===== src/rtl/adc_corrector_pkg.sv =====
// adc_corrector_pkg: transceiver constants shared by the RX corrector and TX formatter,
// plus the overflow test used when saturating a one-bit-wider result.
package adc_corrector_pkg;
  localparam int ADC_W_DEF     = 16;
  localparam int DC_SHIFT_DEF  = 12;
  localparam int CLIP_HOLD_DEF = 4096;
  function automatic logic sat_ovf(input logic guard, input logic msb);
    return guard ^ msb;
  endfunction
endpackage


===== src/rtl/adc_dc_blocker.sv =====
// adc_dc_blocker: subtracts the leaky DC estimate (acc >>> DC_SHIFT), saturates, and
// accumulates the saturated output; a low enable bypasses and clears the accumulator.
module adc_dc_blocker import adc_corrector_pkg::*; #(
  parameter int ADC_W    = ADC_W_DEF,
  parameter int DC_SHIFT = DC_SHIFT_DEF
) (
  input  logic             clk_in,
  input  logic             reset_n,
  input  logic             en,
  input  logic [ADC_W-1:0] x,
  output logic [ADC_W-1:0] y
);
  localparam int AW = ADC_W + DC_SHIFT;
  logic [AW-1:0]    acc_q, acc_d;
  logic [ADC_W-1:0] est, y_q, y_d;
  logic [ADC_W:0]   diff;
  // the top ADC_W bits of acc are exactly acc >>> DC_SHIFT
  assign est = acc_q[AW-1:DC_SHIFT];
  assign y   = y_q;
  always_comb begin
    diff  = {x[ADC_W-1], x} - (en ? {est[ADC_W-1], est} : '0);
    y_d   = sat_ovf(diff[ADC_W], diff[ADC_W-1]) ? {diff[ADC_W], {(ADC_W-1){~diff[ADC_W]}}} : diff[ADC_W-1:0];
    acc_d = en ? acc_q + {{DC_SHIFT{y_d[ADC_W-1]}}, y_d} : '0;
  end
  always_ff @(posedge clk_in or negedge reset_n)
    if (!reset_n) begin
      acc_q <= '0;
      y_q   <= '0;
    end else begin
      acc_q <= acc_d;
      y_q   <= y_d;
    end
endmodule


===== src/rtl/adc_corrector.sv =====
// adc_corrector: offset-binary ADC to signed samples with DC blocking, held overload flag
// and peak meter. Define ADC_RANDOMIZER_EN to undo LTC22xx output randomization in S1.
module adc_corrector import adc_corrector_pkg::*; #(
  parameter int ADC_W     = ADC_W_DEF,
  parameter int DC_SHIFT  = DC_SHIFT_DEF,
  parameter int CLIP_HOLD = CLIP_HOLD_DEF
) (
  input  logic             clk_in,
  input  logic             reset_n,
  input  logic [ADC_W-1:0] ADC_INPUT,
  input  logic             ADC_OTR,
  input  logic             DC_FILTER_ENABLE,
  input  logic             PEAK_CLEAR,
  output logic [ADC_W-1:0] DATA_OUT,
  output logic             DATA_VALID,
  output logic             ADC_OVERLOAD,
  output logic [ADC_W-2:0] ADC_PEAK
);
  localparam int HW = $clog2(CLIP_HOLD + 1);
  localparam logic [ADC_W-1:0] MID = {1'b1, {(ADC_W-1){1'b0}}};
  logic [ADC_W-1:0] r_q, r_d, s_q, s_d;
  logic             otr_q, clip_q, clip_d;
  logic [HW-1:0]    cnt_q, cnt_d;
  logic [1:0]       fill_q, fill_d;
  logic [ADC_W-2:0] peak_q, peak_d, mag;
`ifdef ADC_RANDOMIZER_EN
  assign r_d = {ADC_INPUT[ADC_W-1:1] ^ {(ADC_W-1){ADC_INPUT[0]}}, ADC_INPUT[0]};
`else
  assign r_d = ADC_INPUT;
`endif
  assign DATA_VALID   = &fill_q;
  assign ADC_OVERLOAD = cnt_q != '0;
  assign ADC_PEAK     = peak_q;
  always_comb begin
    s_d    = {~r_q[ADC_W-1], r_q[ADC_W-2:0]};
    clip_d = otr_q | ~|r_q | &r_q;
    cnt_d  = clip_q ? HW'(CLIP_HOLD) : cnt_q - HW'(cnt_q != '0);
    fill_d = fill_q + 2'(fill_q != 2'd3);
    // |most negative| has no positive twin, so it reads as full scale
    mag    = !DATA_OUT[ADC_W-1] ? DATA_OUT[ADC_W-2:0] :
             DATA_OUT[ADC_W-2:0] == '0 ? '1 : ~DATA_OUT[ADC_W-2:0] + (ADC_W-1)'(1);
    peak_d = (PEAK_CLEAR && DATA_VALID) ? mag : (mag > peak_q ? mag : peak_q);
  end
  always_ff @(posedge clk_in or negedge reset_n)
    if (!reset_n) begin
      r_q    <= MID;
      otr_q  <= 1'b0;
      s_q    <= '0;
      clip_q <= 1'b0;
      cnt_q  <= '0;
      fill_q <= '0;
      peak_q <= '0;
    end else begin
      r_q    <= r_d;
      otr_q  <= ADC_OTR;
      s_q    <= s_d;
      clip_q <= clip_d;
      cnt_q  <= cnt_d;
      fill_q <= fill_d;
      peak_q <= peak_d;
    end
  adc_dc_blocker #(.ADC_W(ADC_W), .DC_SHIFT(DC_SHIFT)) u_dc (
    .clk_in (clk_in),
    .reset_n(reset_n),
    .en     (DC_FILTER_ENABLE),
    .x      (s_q),
    .y      (DATA_OUT)
  );
endmodule

===== config.mk =====
export PLATFORM = sky130hd
export DESIGN_NAME = adc_corrector
export DESIGN_NICKNAME = d
export VERILOG_FILES = /design/src/rtl/adc_corrector_pkg.sv /design/src/rtl/adc_dc_blocker.sv /design/src/rtl/adc_corrector.sv
export SDC_FILE = /design/constraint.sdc
export NUM_CORES = 1
export LEC_CHECK = 0
export ABC_AREA = 1
export BUFFER_PORTS_ARGS = -buffer_cell sky130_fd_sc_hd__buf_2
export CORE_ASPECT_RATIO = 2
export CORE_MARGIN = 2
export CORE_UTILIZATION = 50
export DETAILED_ROUTE_END_ITERATION = 8
export PLACE_DENSITY = 0.73
export SLEW_MARGIN = 10
export SYNTH_ARGS = -nofsm -noshare
export SYNTH_HDL_FRONTEND = slang
export SYNTH_SLANG_ARGS = --single-unit

===== constraint.sdc =====
create_clock -name clk_in -period 12.5 [get_ports clk_in]
set_input_delay 1.25 -clock clk_in [delete_from_list [all_inputs] [get_ports clk_in]]
set_output_delay 1.25 -clock clk_in [all_outputs]
set_load 0.05 [all_outputs]

==> metrics.txt <==
status=completed; Synth warnings=0; CTS tree=yes; Max FO, Critical Path=43; layout net count=1249; largest net degree at the start of global routing=73; vias=6919; clk slew on worst S/H paths=70 ps; core region area=14700 um^2; vias in the first global route=6838; Yosys reg bits=108; clock sink count=108; final hold viol count=0; unrepaired setup endpoints after global routing=no; final setup fails=0; count leader, synth=nand2_1; total setup buffers inserted after CTS=0; Std-Cell Rows=63; ANT cells=0; Post-DRT Antenna Nets=0; maximum clock path buffer count=2; vias per cell=5.09; Die Footprint=16100 um^2; Initial Utilization=51.1%; Hold Path Origin=r_q[11]$_DFF_PN0_; post-route minimum period=6080 ps; GRT Total Usage=25.4%; Synth top area share=35.6%; FFs w/ async S/R, synth=100%; Worst Setup SP=DC_FILTER_ENABLE; CP Class=input port to flop; Detailed Routing Iterations Pass 1=7; Avg Cell Area, Syn=6.80 um^2; routed length per instance=14.3 um; Die Span Y=178 um; post-CTS sizing=0; clk root buf=clkbuf_16; Buffers on Ports=53; slowest cell on the critical path=buf_2; EDFF count, synth=0; hpwl dp=15.9 mm; sequential share of the synthesized area=35.9%; drt total wl=19.4 mm; worst clock skew=14.5 ps; synth unique cells=37; top post-synthesis cells by count=nand2_1 (366), inv_1 (194), nor2_1 (109); Post-Syn Nets=1196; initial DRC count=243; initial antenna violation count=0; Fmax=165 MHz; Layout Area Growth over Synthesis=10.0%; MaxCap Viol Count=0; worst hold path type=flop to flop; # IOs=54; worst skew pair latency=360 ps; synthesized cell area=7530 um^2; routability congestion estimate from global placement=0.940; top cells by area, synth=dfrtp_1 (36%), nand2_1 (18%), ha_1 (11%); crit path capture type=flop; total CTS buffers=9; max-slew violation total from the final report=0; Crit path top cell by count=nand2_1; total grt overflow=0; slew margin rel.=41.0%; ys flop type=dfrtp_1; Final period util=48.6%; Arr. time, crit path=6320 ps; layout cell share with drive strength beyond 1=8.08%; post-synth top area cell=dfrtp_1; startpoint of the worst register-to-register path=u_dc.acc_q[13]$_DFF_PN0_; post-synthesis cell count=1106; slew of the pin with the lowest slew margin=885 ps; Residual DRC=0; CTS Hold Bufs=0; Critical Path Start Type=input port; max incr delay on CP=600 ps; htree depth=3; Setup TNS Final=0 ps; Chip Width=90.8 um; worst path required time=12750 ps; global-route wire length before repair=31.8 mm
-- registers in the layout, indices dropped and copies added, names as in the netlist --
name        cells
u_dc.y         16
cnt_q          13
u_dc.acc_q     28
otr_q           1
clip_q          1
ADC_PEAK       15
s_q            16
fill_q          2
r_q            16
-- stage by stage --
step | setup WS, ps | hold WS, ps | std cells | area (um^2) | util, %
floorplan | 7080 | 367 | 1106 | 7530 | -
global placement | 6180 | 376 | 1343 | 7980 | 54.1
detailed placement | 6100 | 380 | 1343 | 7980 | 54.1
CTS | 6460 | 398 | 1359 | 8280 | 56.2
global route | 5910 | 413 | 1359 | 8280 | 56.2
finish | 6420 | 403 | 1359 | 8280 | 56.2
-- worst max-delay path, delay by kind of cell --
family	cells	cell delay, ps
simple gates	17	1820
buf+inv	8	1410
compound gates	1	150
fa+ha+maj	5	1670
-- routing by layer --
metal  GRT usage [%]  routed length [um]  share of wire [%]
met5               0                   0                  0
met4            21.9                1650                8.5
met3            2.89                 486                2.5
met2            49.5               10700                 55
met1            22.3                6540                 34
-- kinds of logic (layout without fill, tap and decap cells) --
logic type	count (synthesis)	after routing	share of synthesized area [%]
buffers and inverters	211	269	10.8
adder cells (fa/ha/maj)	69	69	11.7
AND/OR/NAND/NOR	610	610	33.6
XOR/XNOR	8	8	0.931
flip-flops	108	108	35.9
AO/OA/AOI/OAI	100	100	7.08
-- layout by cell type (no fill, tap or decap), types with 3 or more instances in the layout --
cell type,count
nand2_1,366
inv_1,194
nor2_1,109
dfrtp_1,107
nand3_1,90
ha_1,67
a21oi_1,57
buf_2,52
o21ai_0,27
nand4_1,9
clkbuf_16,9
nor3_1,8
or2_2,8
xor2_1,6
nand2_2,5
inv_2,4
nor4_1,4
and2_1,4
o21bai_1,4
o31ai_1,3
a31oi_1,3
-- worst paths after layout --
check / cells past startpoint / slack [ps] / end
setup / recovery: 31 / 6420 / u_dc.acc_q[16]$_DFF_PN0_
hold / removal: 0 / 400 / s_q[11]$_DFF_PN0_
setup reg to reg: 28 / 7570 / u_dc.acc_q[16]$_DFF_PN0_
hold reg to reg: 0 / 400 / s_q[11]$_DFF_PN0_
max in group asynchronous: 2 / 10380 / s_q[10]$_DFF_PN0_
min in group asynchronous: 1 / 850 / ADC_PEAK[5]$_DFFE_PN0P_
-- area by class of cell --
class | count | area, um^2
clock buffers | 10 | 239
clock inverters | 6 | 62.6
fillers | 1508 | 6460
inverters | 199 | 747
multi-input cells | 787 | 4010
flip-flops and latches | 108 | 2700
well taps | 195 | 244
repair buffers | 54 | 275
Power is not shown: default switching activity piles up to over one toggle a cycle in this logic, so the estimate is an artifact.
